<file path="src/rtl/npu_pkg.sv">
// Shared fixed-point defaults, bus control types and saturation helpers for the NPU MAC array.
package npu_pkg;

    localparam int unsigned DEF_DATA_WIDTH      = 8;
    localparam int unsigned DEF_NUM_FRAC_BITS   = 5;
    localparam int unsigned DEF_NUM_LANES       = 4;
    localparam int unsigned GUARD_BITS          = 4;
    localparam int unsigned DEF_ACC_WIDTH       = 2 * DEF_DATA_WIDTH + GUARD_BITS;
    localparam int unsigned DEF_BIAS_ADDR_WIDTH = 3;
    localparam int unsigned LAYER_WIDTH         = 3;

    // Wide signed working width so intermediate sums never wrap before saturation.
    localparam int unsigned CALC_WIDTH = 64;
    typedef logic signed [CALC_WIDTH-1:0] calc_t;

    // Beat control as captured in S1.
    typedef struct packed {
        logic vld;
        logic start;
        logic last;
        logic round_en;
        logic relu_en;
    } s1_ctl_t;

    // Control that travels on to the output stage.
    typedef struct packed {
        logic last;
        logic round_en;
        logic relu_en;
    } s2_ctl_t;

    // Clamp x to the signed range of a w-bit number.
    function automatic calc_t sat_range(input calc_t x, input int unsigned w);
        calc_t hi;
        calc_t lo;
        hi = (calc_t'(1) <<< (w - 1)) - calc_t'(1);
        lo = -(calc_t'(1) <<< (w - 1));
        if (x > hi) begin
            return hi;
        end else if (x < lo) begin
            return lo;
        end
        return x;
    endfunction

    // Accumulator saturation to the guard-bit accumulator range.
    function automatic calc_t sat_acc(input calc_t x, input int unsigned acc_w);
        return sat_range(x, acc_w);
    endfunction

    // Output saturation to the data range.
    function automatic calc_t sat_out(input calc_t x, input int unsigned data_w);
        return sat_range(x, data_w);
    endfunction

endpackage

</file>
<file path="src/rtl/npu_mac_array_if.sv">
// Beat, bias-RAM and result signals between fetch logic, the MAC array and the output buffer.
interface npu_mac_array_if #(
    parameter int unsigned NUM_LANES       = npu_pkg::DEF_NUM_LANES,
    parameter int unsigned DATA_WIDTH      = npu_pkg::DEF_DATA_WIDTH,
    parameter int unsigned BIAS_ADDR_WIDTH = npu_pkg::DEF_BIAS_ADDR_WIDTH
);
    logic                              mac_en;
    logic                              start_p;
    logic                              last_p;
    logic [NUM_LANES*DATA_WIDTH-1:0]   weight_in;
    logic [DATA_WIDTH-1:0]             act_in;
    logic                              round_en;
    logic                              relu_en;
    logic [npu_pkg::LAYER_WIDTH-1:0]   npu_layer_in_progress;
    logic [BIAS_ADDR_WIDTH-1:0]        bias_rd_addr;
    logic [NUM_LANES*DATA_WIDTH-1:0]   bias_rd_data;
    logic [NUM_LANES*DATA_WIDTH-1:0]   mac_out;
    logic                              mac_valid;
    logic [NUM_LANES-1:0]              mac_overflow;

    modport master (
        output mac_en, start_p, last_p, weight_in, act_in, round_en, relu_en,
               npu_layer_in_progress, bias_rd_data,
        input  bias_rd_addr, mac_out, mac_valid, mac_overflow
    );

    modport slave (
        input  mac_en, start_p, last_p, weight_in, act_in, round_en, relu_en,
               npu_layer_in_progress, bias_rd_data,
        output bias_rd_addr, mac_out, mac_valid, mac_overflow
    );
endinterface

</file>
<file path="src/rtl/npu_mac_lane.sv">
// One output channel: S1 multiply, S2 saturating accumulate, S3 quantize/bias/saturate/ReLU.
module npu_mac_lane
    import npu_pkg::*;
#(
    parameter int unsigned DATA_WIDTH    = DEF_DATA_WIDTH,
    parameter int unsigned NUM_FRAC_BITS = DEF_NUM_FRAC_BITS,
    parameter int unsigned ACC_WIDTH     = DEF_ACC_WIDTH
) (
    input  logic                         clk,
    input  logic                         rst,
    input  logic                         beat_en,
    input  logic signed [DATA_WIDTH-1:0] weight,
    input  logic signed [DATA_WIDTH-1:0] act,
    input  logic                         acc_en,
    input  logic                         acc_load,
    input  logic                         out_load,
    input  logic                         round_en,
    input  logic                         relu_en,
    input  logic signed [DATA_WIDTH-1:0] bias,
    output logic signed [DATA_WIDTH-1:0] lane_out,
    output logic                         lane_ovf
);
    localparam int unsigned PROD_WIDTH = 2 * DATA_WIDTH;

    logic signed [PROD_WIDTH-1:0] prod_q, prod_d;
    logic signed [ACC_WIDTH-1:0]  acc_q, acc_d;
    logic                         ovf_pend_q, ovf_pend_d;
    logic signed [DATA_WIDTH-1:0] out_q, out_d;
    logic                         ovf_q, ovf_d;

    calc_t acc_sum, acc_sat;
    calc_t rnd_add, quant, biased, out_sat, out_fin;

    // S1: register the product of a valid beat.
    always_comb begin
        prod_d = prod_q;
        if (beat_en) begin
            prod_d = PROD_WIDTH'(weight) * PROD_WIDTH'(act);
        end
    end

    // S2: load on a start beat, otherwise add; saturation marks the frame as overflowed.
    always_comb begin
        acc_d      = acc_q;
        ovf_pend_d = ovf_pend_q;
        acc_sum    = acc_load ? calc_t'(prod_q) : calc_t'(acc_q) + calc_t'(prod_q);
        acc_sat    = sat_acc(acc_sum, ACC_WIDTH);
        if (acc_en) begin
            acc_d      = ACC_WIDTH'(acc_sat);
            ovf_pend_d = (acc_sat != acc_sum) | (~acc_load & ovf_pend_q);
        end
    end

    // S3: quantize, add bias, saturate, then ReLU; result and flag load only on frame end.
    always_comb begin
        out_d   = out_q;
        ovf_d   = ovf_q;
        rnd_add = round_en ? (calc_t'(1) <<< (NUM_FRAC_BITS - 1)) : calc_t'(0);
        quant   = (calc_t'(acc_q) + rnd_add) >>> NUM_FRAC_BITS;
        biased  = quant + calc_t'(bias);
        out_sat = sat_out(biased, DATA_WIDTH);
        out_fin = (relu_en && out_sat[CALC_WIDTH-1]) ? calc_t'(0) : out_sat;
        if (out_load) begin
            out_d = DATA_WIDTH'(out_fin);
            ovf_d = ovf_pend_q | (out_sat != biased);
        end
    end

    // Lane state registers.
    always_ff @(posedge clk) begin
        if (rst) begin
            prod_q     <= '0;
            acc_q      <= '0;
            ovf_pend_q <= 1'b0;
            out_q      <= '0;
            ovf_q      <= 1'b0;
        end else begin
            prod_q     <= prod_d;
            acc_q      <= acc_d;
            ovf_pend_q <= ovf_pend_d;
            out_q      <= out_d;
            ovf_q      <= ovf_d;
        end
    end

    assign lane_out = out_q;
    assign lane_ovf = ovf_q;
endmodule

</file>
<file path="src/rtl/npu_mac_array.sv">
// Multi-lane NPU MAC: shared activation, per-lane weight/bias, control pipeline and bias-RAM address.
module npu_mac_array
    import npu_pkg::*;
#(
    parameter int unsigned DATA_WIDTH      = DEF_DATA_WIDTH,
    parameter int unsigned NUM_FRAC_BITS   = DEF_NUM_FRAC_BITS,
    parameter int unsigned NUM_LANES       = DEF_NUM_LANES,
    parameter int unsigned ACC_WIDTH       = 2 * DATA_WIDTH + GUARD_BITS,
    parameter int unsigned BIAS_ADDR_WIDTH = DEF_BIAS_ADDR_WIDTH
) (
    input  logic             clk,
    input  logic             rst,
    npu_mac_array_if.slave   bus
);
    s1_ctl_t                    s1_q, s1_d;
    s2_ctl_t                    s2_q, s2_d;
    logic                       mac_valid_q, mac_valid_d;
    logic [BIAS_ADDR_WIDTH-1:0] addr_q, addr_d;
    logic [LAYER_WIDTH-1:0]     layer_prev_q, layer_prev_d;

    // Control pipeline: beat qualifiers follow the data through S1 and S2; valid pulses out of S3.
    always_comb begin
        s1_d          = '0;
        s1_d.vld      = bus.mac_en;
        s1_d.start    = bus.mac_en & bus.start_p;
        s1_d.last     = bus.mac_en & bus.last_p;
        s1_d.round_en = bus.round_en;
        s1_d.relu_en  = bus.relu_en;
        s2_d          = '0;
        s2_d.last     = s1_q.last;
        s2_d.round_en = s1_q.round_en;
        s2_d.relu_en  = s1_q.relu_en;
        mac_valid_d   = s2_q.last;
    end

    // Bias address: zero while idle, steps on each change between active layers.
    always_comb begin
        addr_d       = addr_q;
        layer_prev_d = bus.npu_layer_in_progress;
        if (bus.npu_layer_in_progress == '0) begin
            addr_d = '0;
        end else if ((bus.npu_layer_in_progress != layer_prev_q) && (layer_prev_q != '0)) begin
            addr_d = addr_q + BIAS_ADDR_WIDTH'(1);
        end
    end

    // Control and address registers.
    always_ff @(posedge clk) begin
        if (rst) begin
            s1_q         <= '0;
            s2_q         <= '0;
            mac_valid_q  <= 1'b0;
            addr_q       <= '0;
            layer_prev_q <= '0;
        end else begin
            s1_q         <= s1_d;
            s2_q         <= s2_d;
            mac_valid_q  <= mac_valid_d;
            addr_q       <= addr_d;
            layer_prev_q <= layer_prev_d;
        end
    end

    assign bus.mac_valid    = mac_valid_q;
    assign bus.bias_rd_addr = addr_q;

    for (genvar i = 0; i < NUM_LANES; i++) begin : g_lane
        npu_mac_lane #(
            .DATA_WIDTH    (DATA_WIDTH),
            .NUM_FRAC_BITS (NUM_FRAC_BITS),
            .ACC_WIDTH     (ACC_WIDTH)
        ) u_lane (
            .clk      (clk),
            .rst      (rst),
            .beat_en  (bus.mac_en),
            .weight   (bus.weight_in[i*DATA_WIDTH +: DATA_WIDTH]),
            .act      (bus.act_in),
            .acc_en   (s1_q.vld),
            .acc_load (s1_q.start),
            .out_load (s2_q.last),
            .round_en (s2_q.round_en),
            .relu_en  (s2_q.relu_en),
            .bias     (bus.bias_rd_data[i*DATA_WIDTH +: DATA_WIDTH]),
            .lane_out (bus.mac_out[i*DATA_WIDTH +: DATA_WIDTH]),
            .lane_ovf (bus.mac_overflow[i])
        );
    end
endmodule

</file>
<file path="src/flat_wrapper.sv">
// flat-port wrapper written by rule: the top's interface ports become plain ports
module npu_mac_array_flat import npu_pkg::*;
#(
    parameter int unsigned DATA_WIDTH      = DEF_DATA_WIDTH,
    parameter int unsigned NUM_FRAC_BITS   = DEF_NUM_FRAC_BITS,
    parameter int unsigned NUM_LANES       = DEF_NUM_LANES,
    parameter int unsigned ACC_WIDTH       = 2 * DATA_WIDTH + GUARD_BITS,
    parameter int unsigned BIAS_ADDR_WIDTH = DEF_BIAS_ADDR_WIDTH
)
  (clk, rst, bus_mac_en, bus_start_p, bus_last_p, bus_weight_in, bus_act_in, bus_round_en, bus_relu_en, bus_npu_layer_in_progress, bus_bias_rd_data, bus_bias_rd_addr, bus_mac_out, bus_mac_valid, bus_mac_overflow);
  npu_mac_array_if #(.NUM_LANES(NUM_LANES), .DATA_WIDTH(DATA_WIDTH), .BIAS_ADDR_WIDTH(BIAS_ADDR_WIDTH)) bus_i ();
  input  logic clk;
  input  logic rst;
  input wire logic [$bits(bus_i.mac_en)-1:0] bus_mac_en;
  input wire logic [$bits(bus_i.start_p)-1:0] bus_start_p;
  input wire logic [$bits(bus_i.last_p)-1:0] bus_last_p;
  input wire logic [$bits(bus_i.weight_in)-1:0] bus_weight_in;
  input wire logic [$bits(bus_i.act_in)-1:0] bus_act_in;
  input wire logic [$bits(bus_i.round_en)-1:0] bus_round_en;
  input wire logic [$bits(bus_i.relu_en)-1:0] bus_relu_en;
  input wire logic [$bits(bus_i.npu_layer_in_progress)-1:0] bus_npu_layer_in_progress;
  input wire logic [$bits(bus_i.bias_rd_data)-1:0] bus_bias_rd_data;
  output wire logic [$bits(bus_i.bias_rd_addr)-1:0] bus_bias_rd_addr;
  output wire logic [$bits(bus_i.mac_out)-1:0] bus_mac_out;
  output wire logic [$bits(bus_i.mac_valid)-1:0] bus_mac_valid;
  output wire logic [$bits(bus_i.mac_overflow)-1:0] bus_mac_overflow;
  assign bus_i.mac_en = bus_mac_en;
  assign bus_i.start_p = bus_start_p;
  assign bus_i.last_p = bus_last_p;
  assign bus_i.weight_in = bus_weight_in;
  assign bus_i.act_in = bus_act_in;
  assign bus_i.round_en = bus_round_en;
  assign bus_i.relu_en = bus_relu_en;
  assign bus_i.npu_layer_in_progress = bus_npu_layer_in_progress;
  assign bus_i.bias_rd_data = bus_bias_rd_data;
  assign bus_bias_rd_addr = bus_i.bias_rd_addr;
  assign bus_mac_out = bus_i.mac_out;
  assign bus_mac_valid = bus_i.mac_valid;
  assign bus_mac_overflow = bus_i.mac_overflow;
  npu_mac_array #(.DATA_WIDTH(DATA_WIDTH), .NUM_FRAC_BITS(NUM_FRAC_BITS), .NUM_LANES(NUM_LANES), .ACC_WIDTH(ACC_WIDTH), .BIAS_ADDR_WIDTH(BIAS_ADDR_WIDTH)) u_core (.clk(clk), .rst(rst), .bus(bus_i));
endmodule
</file>
<file path="config.mk">
export PLATFORM = sky130hd
export DESIGN_NAME = npu_mac_array_flat
export DESIGN_NICKNAME = d
export VERILOG_FILES = /design/src/rtl/npu_pkg.sv /design/src/rtl/npu_mac_array_if.sv /design/src/rtl/npu_mac_lane.sv /design/src/rtl/npu_mac_array.sv /design/src/flat_wrapper.sv
export SDC_FILE = /design/constraint.sdc
export NUM_CORES = 1
export LEC_CHECK = 0
export ABC_CLOCK_PERIOD_IN_PS = 12700
export CORE_MARGIN = 5
export CORE_UTILIZATION = 45
export CTS_BUF_LIST = sky130_fd_sc_hd__clkbuf_4
export CTS_CLUSTER_DIAMETER = 30
export DETAILED_ROUTE_END_ITERATION = 10
export GPL_ROUTABILITY_DRIVEN = 1
export PLACE_DENSITY_LB_ADDON = 0.2
export SYNTH_ARGS = -nofsm -noshare
export SYNTH_HDL_FRONTEND = slang
export SYNTH_SLANG_ARGS = --single-unit
</file>
<file path="constraint.sdc">
create_clock -name clk -period 12.7 [get_ports clk]
set_input_delay 3.81 -clock clk [delete_from_list [all_inputs] [get_ports clk]]
set_output_delay 3.81 -clock clk [all_outputs]
set_load 0.01 [all_outputs]
</file>
Word level (Yosys, flattened, before mapping)

Index checks and enable logic that the tools add are counted.

Equality and inequality tests: 9
Magnitude comparators: 16
Reductions and logical operators: 8
Bitwise logic cells: 15
Muxes and demuxes: 49
Add/sub/neg operators: 13
$mul: 4

Operators by type and width:

| operator                                              | count |
|---|---|
| two-way mux 64 bit                                    | 28 |
| > comparator 64 x 20 -> 1 bit (second input constant) | 4 |
| < comparator 64 x 20 -> 1 bit (second input constant) | 4 |
| != test 64 x 17 -> 1 bit                              | 4 |
| != test 64 bit                                        | 4 |
| adder 20 x 16 -> 21 bit                               | 4 |
| adder 20 x 6 -> 21 bit                                | 4 |
| adder 16 x 8 -> 17 bit                                | 4 |
| > comparator 17 x 8 -> 1 bit (second input constant)  | 4 |
| < comparator 17 x 8 -> 1 bit (second input constant)  | 4 |
| multiplier 8 x 8 -> 16 bit                            | 4 |
| two-way mux 8 bit                                     | 4 |
| two-way mux 1 bit                                     | 16 |
| bitwise OR 1 bit                                      | 8 |
| bitwise AND 1 bit                                     | 6 |
| logical AND 1 bit                                     | 5 |
| two-way mux 5 bit                                     | 1 |
| adder 3 x 1 -> 3 bit (second input constant)          | 1 |
| zero test 3 bit                                       | 1 |
| != test 3 bit                                         | 1 |
| nonzero test 3 bit                                    | 1 |
| OR reduction 2 bit                                    | 1 |
| NOT 1 bit                                             | 1 |

Word-level logic and storage cells: 145
Output and inout bits: 40
Register bits: 199

Longest topological paths before layout

Gate-level depths: netlist of run 1.

Depth after elaboration: 9
Mapped depth: 20
Mapped depth without buffers: 19

By module

From an unflattened synthesis of run 1, not the netlist that was laid out.

Cells, all modules: 3182
Area, all modules: 26705.6 µm²

By module, submodules not included:

| module                                  | sequential area each (µm²) | area an instance (µm²) | cells each | instances |
|---|---|---|---|---|
| npu_mac_lane at u_core.g_lane[1].u_lane | 920.9                      | 6727.7                 | 809        | 1 |
| npu_mac_lane at u_core.g_lane[2].u_lane | 920.9                      | 6492.5                 | 783        | 1 |
| npu_mac_lane at u_core.g_lane[0].u_lane | 920.9                      | 6468.7                 | 752        | 1 |
| npu_mac_lane at u_core.g_lane[3].u_lane | 920.9                      | 6461.2                 | 782        | 1 |
| npu_mac_array                           | 300.3                      | 555.5                  | 56         | 1 |

Least setup slack after synthesis of run 1

No wires, ideal clock.

Kind: input to register
From: in bus_act_in[7]
To: reg u_core.g_lane[3].u_lane.prod_q[14]
Data required time: 12638 ps
Stages: 16
Arrival: 7858 ps
Buffers on the path: 1
Setup time: 62 ps
Path slack: 4780 ps
Cell sequence: clkbuf_1 -> nand2b_1 -> fa_1 -> fa_1 -> inv_1 -> fa_1 -> fa_1 -> ha_1 -> o21ai_0 -> a21boi_0 -> o21ai_0 -> a21oi_1 -> o21a_1 -> o211ai_1 -> a2111o_1 -> nand3_1

Word-level cells in the longest chain between the ends: 1

Ends and longest elaborated chain:

| what                       | line               | RTL |
|---|---|---|
| start: declaration         | flat_wrapper.sv:18 | `input wire logic [$bits(bus_i.act_in)-1:0] bus_act_in;` |
| multiplier 8 x 8 -> 16 bit | npu_mac_lane.sv:38 | `prod_d = PROD_WIDTH'(weight) * PROD_WIDTH'(act);` |
| end signal: assignment     | npu_mac_lane.sv:78 | `prod_q <= prod_d;` |
| end: declaration           | npu_mac_lane.sv:25 | `logic signed [PROD_WIDTH-1:0] prod_q, prod_d;` |

No other way between the ends.
A chain may end at the register's enable or synchronous reset.

Worst setup path after layout of run 1

From: in bus_act_in[7]
To: reg u_core.g_lane[1].u_lane.prod_q[14]

Word-level cells in the longest chain between the ends: 1

Ends and longest elaborated chain:

| what                       | line |
|---|---|
| multiplier 8 x 8 -> 16 bit | npu_mac_lane.sv:38 |
| end signal: assignment     | npu_mac_lane.sv:78 |
| end: declaration           | npu_mac_lane.sv:25 |

No other way between the ends.

==> impl_metrics.yaml, run 1 <==
sta:
  setup_viol: 0
  skew_ns: 0.03559
  finalHoldViolCount: 0
  drv_slew: 0
  slew_headroom: 0.1648
  worstMarginPinSlew_ns: 1.249
  fin_tns_setup_ns: 0
  max_freq_mhz: 116.5
  post-route-min-period_ns: 8.580
  rsz0062_at_grt: "no"
  period_share: 0.6756
routing:
  wirelength_um: 64990
  vias: 21950
  antenna_left: 0
  dr.first_iter.drc_count: 1254
  viasPerCell: 5.536
  drtPass1Iterations: 5
  wire_per_inst_um: 16.39
  drc: 0
synth:
  synthCells: 3134
  ys_async_sr_fraction: 0
  synth_edf_count: 0
  seq_area_frac_synth: 0.1536
  ys_warn_count: 0
  synthesis.nets: 3729
  synthDistinctLibCells: 86
  synth_area_sq_um: 25930
  synth_flop_cell: "dfxtp_1"
  ys_ff_latch: 199
  syn_area_per_cell_sq_um: 8.275
clock_network:
  cts_resized: 0
  cts-htree-levels: 4
  cts_hold_buf: 0
  cts-root-buf: "clkbuf_4"
  cts_made_buffers: 17
  cts.clk_slew.worst_paths_ns: 0.17
  clock_latency_ns: 0.80
  cts_buffer_depth: 2
  cts_tree: "built"
  post_cts_buffers: 0
  clock_sinks: 199
pwr:
  peakVddDrop_uv: 105.0
  p_leak_nw: 12.94
  power.density_nw_per_um2: 145.2
finish:
  fin_nets: 3781
  drive_above_1_share: 0.03001
  syn2layout_area_growth_pct: 8.530
  final_area_sq_um: 28150
die:
  start_util: 0.4521
  die_w_um: 250.1
  ioPinCount: 122
  rows: 88
  die_area_sq_um: 62530
  die_h_um: 250.1
  core_sq_um: 57370
placement:
  port-buffer-count: 121
  routabilityCongestion: 0.8976
  dpl_cell_area_sq_um: 27840
  hpwl_um: 50710
global_route:
  grt-ovfl-total: 0
  grt_first_pass_wirelength_um: 108800
  met1_usage: 0.2902
  grt_use_met2: 0.3407
  grt_usage: 0.2070
  grt_pass1_vias: 21830
  antenna_found_initial: 2
  grt_max_degree: 89
  use_met3: 0.03541
  top_usage_layer: "met2"
worst_setup_path:
  worstSetupPathType: "input pin to register"
  path_common_cell: "fa_1"
  cp_cell_sequence: "clkdlybuf4s50_1 -> buf_4 -> clkinv_1 -> nor2_1 -> fa_1 -> fa_1 -> fa_1 -> inv_1 -> fa_1 -> inv_1 -> ha_1 -> o21ai_0 -> a21boi_0 -> o21ai_0 -> a21oi_1 -> o21a_1 -> o211ai_1 -> a2111o_1 -> nand3_1"
  cp_max_fo: 27
  crit_slowest_cell: "fa_1"
  critPathRequiredTime_ns: 13.43
  startpoint_type: "input pin"
  regToRegSetupSlack_ns: 8.06
  max_stage_delay_ns: 0.55
  critPathArrivalTime_ns: 9.31
  end_kind: "register"
status:
  outcome: "finished clean"
job:
  maxCapViolations: 0
hold_path:
  min_path_type: "register to register"
-- registers in the layout, indices dropped and copies added (netlist names) --
register and cells:
u_core.g_lane.u_lane.acc_q 80, u_core.g_lane.u_lane.prod_q 64, u_core.g_lane.u_lane.lane_out 32, u_core.s1_q 5, u_core.g_lane.u_lane.lane_ovf 4, u_core.g_lane.u_lane.ovf_pend_q 4, u_core.bus.bias_rd_addr 3, u_core.layer_prev_q 3
u_core.s2_q 2, u_core.bus.mac_valid 1, u_core.mac_valid_d 1
-- kinds of logic after synthesis --
kind of cell             count (synthesis)  share of synthesized area
AO/OA/AOI/OAI                          714                     0.1833
XOR/XNOR                               211                    0.07155
adder cells (fa/ha/maj)                518                     0.3154
buffers and inverters                  417                    0.06118
flip-flops                             199                     0.1536
multiplexers                            49                    0.01915
AND/OR/NAND/NOR                       1026                     0.1958
-- Yosys cell counts, types with 42 or more instances --
cell type	n	share of area
a21o_1	71	0.021
a21oi_1	153	0.030
and2_1	178	0.043
clkbuf_1	86	0.012
dfxtp_1	199	0.15
fa_1	228	0.18
ha_1	285	0.14
inv_1	305	0.044
mux2i_1	44	0.017
nand2_1	282	0.041
nand3_1	69	0.013
nor2_1	231	0.033
nor3_1	66	0.013
o211ai_1	42	0.012
o21ai_0	159	0.031
xnor2_1	138	0.047
xor2_1	72	0.024
-- layout by cell type (no fill, tap or decap), drive strengths merged, types with 8 or more instances in the layout --
cell type        n
ha             285
a311oi          14
inv            313
nand3           70
or2             11
a211oi          40
xnor2          139
nor3b            8
and2           179
o22ai           13
o21ai          165
clkdlybuf4s50  119
a31oi           27
nor2b           36
nand2          282
nand2b          40
xor2            72
buf             22
o21a            31
mux2i           44
a21oi          154
clkbuf          17
a221o           15
fa             228
nor2           231
a22o            25
and3            30
nand4           22
nor4b            8
nor3            66
o21bai          17
a21o            71
o31ai            8
a22oi           13
or3             12
nand3b          11
clkinv          10
o211ai          42
dfxtp          199
-- area by class of cell --
class | count | area [sq um]
fill | 5518 | 29220
multi-input combinational | 2518 | 20380
sequential | 199 | 3988
timing repair buffer | 141 | 1354
inverter | 309 | 1160
tap | 765 | 957.2
clock inverter | 15 | 178.9
clock buffer | 17 | 127.6
antenna | 1 | 2.502
-- routing by layer --
layer / part of all wire / up-vias
met5: 0 / -
met3: 0.042 / 41
met2: 0.46 / 365
met1: 0.49 / 10650
met4: 0.012 / 0
li1: - / 10900
-- through the flow --
stage            util  total power [mW]  hold slack, ns  setup slack, ns  instances
3_3_place_gp   0.4853             3.636          0.4378            3.338       3932
2_1_floorplan       -             3.063          0.4138            4.780       3134
6_report       0.4906             4.086          0.4722            4.120       3965
3_5_place_dp   0.4853             3.697          0.4309            3.318       3932
4_1_cts        0.4906             4.110          0.4700            4.211       3964
5_1_grt        0.4906             4.540          0.4837            3.826       3965
-- critical path: cells and delay by family --
family	cells	cell delay, ns
adders and majority gates	5	2.36
buffers and inverters	5	1.40
AOI/OAI and AO/OA	7	1.35
and+or+nand+nor	2	0.38
-- worst paths after layout --
path	from	to	cells past startpoint
setup / recovery	bus_act_in[7]	u_core.g_lane[1].u_lane.prod_q[14]	19
hold reg to reg	u_core.s1_q[0]	u_core.s2_q[0]	1
hold / removal	u_core.s1_q[0]	u_core.s2_q[0]	1
setup reg to reg	u_core.s2_q[1]	u_core.g_lane[2].u_lane.lane_out[2]	15
-- where the power goes --
group	internal (mW)	total (mW)	switching (mW)
clock	0.109	0.382	0.273
combinational	1.25	2.80	1.55
sequential	0.740	0.907	0.168
total	2.10	4.09	1.99
(Power assumes the default switching activity.)
==> inputs of run 2 (changes only) <==
--- a/config.mk
+++ b/config.mk
@@ -5,7 +5,7 @@
 export SDC_FILE = /design/constraint.sdc
 export NUM_CORES = 1
 export LEC_CHECK = 0
-export ABC_CLOCK_PERIOD_IN_PS = 12700
+export ABC_CLOCK_PERIOD_IN_PS = 7900
 export CORE_MARGIN = 5
 export CORE_UTILIZATION = 45
 export CTS_BUF_LIST = sky130_fd_sc_hd__clkbuf_4
==> constraint.sdc (replaced) <==
create_clock -name clk -period 7.9 [get_ports clk]
set_input_delay 2.37 -clock clk [delete_from_list [all_inputs] [get_ports clk]]
set_output_delay 2.37 -clock clk [all_outputs]
set_load 0.01 [all_outputs]
==> run 2 against run 1 <==
Compared with the run above:
- core utilization barely moved
- flip-flop and latch count did not move
- die area did not move
- final area barely moved
==> impl_metrics.yaml, run 2 (synthesis results as in run 1) <==
global_route:
  grt_max_degree: 63
  grt_usage: 0.2065
  grt-ovfl-total: 0
  antenna_found_initial: 2
  grt_pass1_vias: 21750
  grt_first_pass_wirelength_um: 109400
finish:
  largest_register_ffs: 80
  largest_register: "u_core.g_lane.u_lane.acc_q"
  fin_nets: 3785
  layout_commonest_cell: "inv_1"
  drive_above_1_share: 0.03122
  layout_common_cells: "inv_1, ha_1, nand2_1"
  syn2layout_area_growth_pct: 8.612
hold_path:
  min_path_type: "register to register"
  worstHoldStart: "u_core.s1_q[1]"
pwr:
  p_leak_nw: 12.95
  power.density_nw_per_um2: 234.4
  peakVddDrop_uv: 155.5
  p_total_mw: 6.603
die:
  die_w_um: 250.1
  die_h_um: 250.1
  die_area_sq_um: 62530
  rows: 88
  start_util: 0.4521
  ioPinCount: 122
  core_sq_um: 57370
placement:
  port-buffer-count: 121
  routabilityCongestion: 0.9047
  pre_cts_ws_ns: 0.5489
  hpwl_um: 51700
clock_network:
  cts-root-buf: "clkbuf_4"
  cts_hold_buf: 0
  clock_latency_ns: 0.69
  cts_buffer_depth: 2
  cts-htree-levels: 4
  cts_made_buffers: 17
  post_cts_buffers: 0
  cts_resized: 0
  clock_sinks: 199
  cts_tree: "built"
  cts.clk_slew.worst_paths_ns: 0.20
routing:
  antenna_left: 0
  viasPerCell: 5.559
  vias: 22060
  drtPass1Iterations: 5
  wire_per_inst_um: 16.54
  dr.first_iter.drc_count: 1199
  wirelength_um: 65660
  drc: 0
status:
  outcome: "finished clean"
worst_setup_path:
  rr_startpoint: "u_core.s2_q[1]"
  critical_path.startpoint: "bus_act_in[3]"
  critPathBufInv: 4
  worstSetupPathType: "input pin to register"
  max_stage_delay_ns: 0.54
  startpoint_type: "input pin"
  critPathRequiredTime_ns: 8.56
  critPathArrivalTime_ns: 7.35
  crit_slowest_cell: "fa_1"
  cp_max_fo: 32
  path_delay_family: "adder cells"
  cp_cell_sequence: "clkdlybuf4s50_1 -> buf_4 -> and2_1 -> fa_1 -> ha_1 -> inv_1 -> fa_1 -> fa_1 -> inv_1 -> ha_1 -> nor2b_1 -> o21ai_0 -> a21boi_0 -> o21ai_0 -> a21oi_1 -> o21a_1 -> o21a_1 -> nor3_1 -> o21a_1"
  end_kind: "register"
sta:
  drv_slew: 0
  worst_slack_ns: 1.202
  fin_tns_setup_ns: 0
  worstMarginPinSlew_ns: 1.317
  skew_ns: 0.02690
  post-route-min-period_ns: 6.698
  rsz0062_at_grt: "no"
  slew_headroom: 0.1218
  finalHoldViolCount: 0
  period_share: 0.8478
  max_freq_mhz: 149.3
  setup_viol: 0
job:
  maxCapViolations: 0
-- run 2: layer usage --
| metal | vias up | global-route usage | wire length [um] |
|---|---|---|---|
| met5 | - | 0 | 0 |
| met2 | 463 | 0.3359 | 29340 |
| met3 | 57 | 0.02409 | 2954 |
| met4 | 0 | 0.05068 | 1111 |
| li1 | 10910 | - | - |
| met1 | 10640 | 0.2952 | 32250 |
-- run 2: metrics by stage --
stage	cell area (sq um)	std cells	utilization	hold slack, ns
4_1_cts	28160	3968	0.4910	0.4623
6_report	28170	3969	0.4910	0.4552
5_1_grt	28170	3969	0.4910	0.4725
3_3_place_gp	27870	3936	0.4858	0.4353
2_1_floorplan	25930	3134	-	0.4138
3_5_place_dp	27870	3936	0.4858	0.4300
-- run 2: path summary, 6_finish.rpt --
kind                                         end  slack [ns]  cells past startpoint
max           u_core.g_lane[1].u_lane.prod_q[12]        1.20                     19
min                               u_core.s2_q[1]        0.46                      1
max reg2reg  u_core.g_lane[2].u_lane.lane_out[1]        3.22                     15
min reg2reg                       u_core.s2_q[1]        0.46                      1
-- run 2: layout make-up --
cell class / count / area, sq um
Inverter: 309 / 1160
Clock inverter: 14 / 162.7
Timing Repair Buffer: 145 / 1384
Tap cell: 765 / 957.2
Antenna cell: 1 / 2.502
Clock buffer: 18 / 135.1
Fill cell: 5513 / 29200
Sequential cell: 199 / 3988
Multi-Input combinational cell: 2518 / 20380
-- run 2: worst reg2reg max path, cell delays in order (launching register included) --
cell	delay, ns
dfxtp_1	0.63
and2_1	0.26
nand3_1	0.16
nor3_1	0.54
nand3_1	0.17
xnor2_1	0.16
ha_1	0.36
nand2_1	0.12
o21ai_0	0.15
a22o_1	0.26
o41a_1	0.36
a21o_1	0.20
a211oi_1	0.31
nand4_1	0.13
a21oi_1	0.56
a221o_1	0.25
-- run 2: power by group --
part	switching, mW	internal (mW)	total (mW)
Combinational	2.55	2.02	4.56
Sequential	0.263	1.19	1.45
Clock	0.416	0.174	0.590
==> inputs of run 3 (changes only) <==
--- a/config.mk
+++ b/config.mk
@@ -5,7 +5,7 @@
 export SDC_FILE = /design/constraint.sdc
 export NUM_CORES = 1
 export LEC_CHECK = 0
-export ABC_CLOCK_PERIOD_IN_PS = 7900
+export ABC_CLOCK_PERIOD_IN_PS = 6800
 export CORE_MARGIN = 5
 export CORE_UTILIZATION = 45
 export CTS_BUF_LIST = sky130_fd_sc_hd__clkbuf_4
==> constraint.sdc (replaced) <==
create_clock -name clk -period 6.8 [get_ports clk]
set_input_delay 2.04 -clock clk [delete_from_list [all_inputs] [get_ports clk]]
set_output_delay 2.04 -clock clk [all_outputs]
set_load 0.01 [all_outputs]
==> run 3 against run 2 <==
Compared with the run above:
- register-to-register slack got worse by 1.1 ns
- via count rose by 1.7%
- clock power grew 13%
- highest routed layer unchanged
==> impl_metrics.yaml, run 3 (synthesis results as in run 1) <==
routing:
  viasPerCell: 5.566
  drtPass1Iterations: 5
  drc: 0
  vias: 22430
  wirelength_um: 66270
  wire_per_inst_um: 16.45
  dr.first_iter.drc_count: 1236
  antenna_left: 0
worst_setup_path:
  r2r_cells: 16
  critPathRequiredTime_ns: 7.43
  worstSetupPathType: "input pin to register"
  regToRegSetupSlack_ns: 2.09
  critPathArrivalTime_ns: 6.98
  end_kind: "register"
  startpoint_type: "input pin"
  rr_endpoint: "u_core.g_lane[1].u_lane.lane_ovf"
  cp_max_fo: 5
  rr_startpoint: "u_core.s2_q[1]"
clock_network:
  cts_resized: 0
  cts.clk_slew.worst_paths_ns: 0.20
  cts-root-buf: "clkbuf_4"
  clock_latency_ns: 0.69
  clock_sinks: 199
  cts_made_buffers: 17
  cts_tree: "built"
  cts-htree-levels: 4
  cts_hold_buf: 0
  post_cts_buffers: 0
  cts_buffer_depth: 2
placement:
  hpwl_um: 52360
  routabilityCongestion: 0.9057
  port-buffer-count: 121
sta:
  period_share: 0.9333
  skew_ns: 0.03066
  whs_ns: 0.4673
  rsz0062_at_grt: "no"
  drv_slew: 0
  setup_viol: 0
  finalHoldViolCount: 0
  slew_headroom: 0.1395
  max_freq_mhz: 157.6
  post-route-min-period_ns: 6.347
  worstMarginPinSlew_ns: 1.291
finish:
  fin_nets: 3846
  layout_common_cells: "inv_1, ha_1, nand2_1"
  final_util: 0.5003
  largest_register_ffs: 80
  largest_register: "u_core.g_lane.u_lane.acc_q"
  syn2layout_area_growth_pct: 10.66
  drive_above_1_share: 0.04933
  layout_commonest_cell: "inv_1"
hold_path:
  min_path_type: "register to register"
  hold-path-cell-count: 1
  hold_path_end: "u_core.s2_q[1]"
  worstHoldStart: "u_core.s1_q[1]"
die:
  die_h_um: 250.1
  ioPinCount: 122
  die_area_sq_um: 62530
  die_w_um: 250.1
  rows: 88
  core_sq_um: 57370
  start_util: 0.4521
pwr:
  p_leak_nw: 13.28
  power.density_nw_per_um2: 273.0
  peakVddDrop_uv: 208.4
global_route:
  grt_usage: 0.2073
  grt_first_pass_wirelength_um: 110300
  grt_max_degree: 67
  grt_pass1_vias: 22320
  grt-ovfl-total: 0
  antenna_found_initial: 2
job:
  maxCapViolations: 0
status:
  outcome: "finished clean"
## run 3: cell count changes in the layout (fill, tap and decap cells not counted), moves of 3 or more
cell | previous run | this run
clkinvlp_4 | 3 | 0
buf_12 | 0 | 7
buf_4 | 25 | 79
inv_6 | 2 | 6
## run 3: power breakdown
group / internal (mW) / leakage (nW) / switching (mW)
clock network: 0.167 / 0.154 / 0.497
registers: 1.38 / 1.63 / 0.306
logic: 2.51 / 11.5 / 2.98
## run 3: worst max-delay path, stage by stage
cell and delay, ns:
clkdlybuf4s50_1 0.56, clkinv_1 0.25, nor2_1 0.21, fa_1 0.45, fa_1 0.54, fa_1 0.54, inv_1 0.05, fa_1 0.52
inv_1 0.04, ha_1 0.28, o21ai_0 0.11, a21boi_0 0.25, o21ai_0 0.13, a21oi_1 0.20, o21a_1 0.19, o211ai_1 0.12
a2111o_1 0.39, nand3_1 0.09
## run 3: layout make-up
cell class / count / area [sq um]
Timing Repair Buffer: 206 / 1929
Sequential cell: 199 / 3988
Antenna cell: 1 / 2.502
Clock buffer: 17 / 127.6
Fill cell: 5521 / 28670
Inverter: 309 / 1160
Clock inverter: 15 / 155.1
Multi-Input combinational cell: 2518 / 20380
Tap cell: 765 / 957.2
## run 3: stage by stage
step                cell area, sq um  setup TNS, ns  setup WS [ns]  cells  total power [mW]
detailed placement             28410        -0.8636        -0.2476   3997             7.154
CTS                            28700              0         0.5311   4029             7.862
floorplan                      25930              0         0.6498   3134             5.721
global route                   28700              0         0.1835   4030             8.679
global placement               28410        -0.1572        -0.1024   3997             6.997
finish                         28700              0         0.4533   4030             7.834
## run 3: worst max-delay path by stage
stage | start | to
after global routing | bus_act_in[7] | u_core.g_lane[1].u_lane.prod_q[14]
after CTS | bus_act_in[7] | u_core.g_lane[1].u_lane.prod_q[14]
after floorplan | bus_act_in[7] | u_core.g_lane[3].u_lane.prod_q[14]
after global placement | bus_act_in[7] | u_core.g_lane[1].u_lane.prod_q[14]
final | bus_act_in[7] | u_core.g_lane[1].u_lane.prod_q[14]
after detailed placement | bus_act_in[7] | u_core.g_lane[1].u_lane.prod_q[14]
## run 3: per-layer routing
metal	up-vias	wire [um]	GRT usage
met5	-	0	0
met4	0	1089	0.05317
met3	58	3226	0.02492
met2	501	30060	0.3373
met1	10860	31900	0.2951
li1	11020	-	-
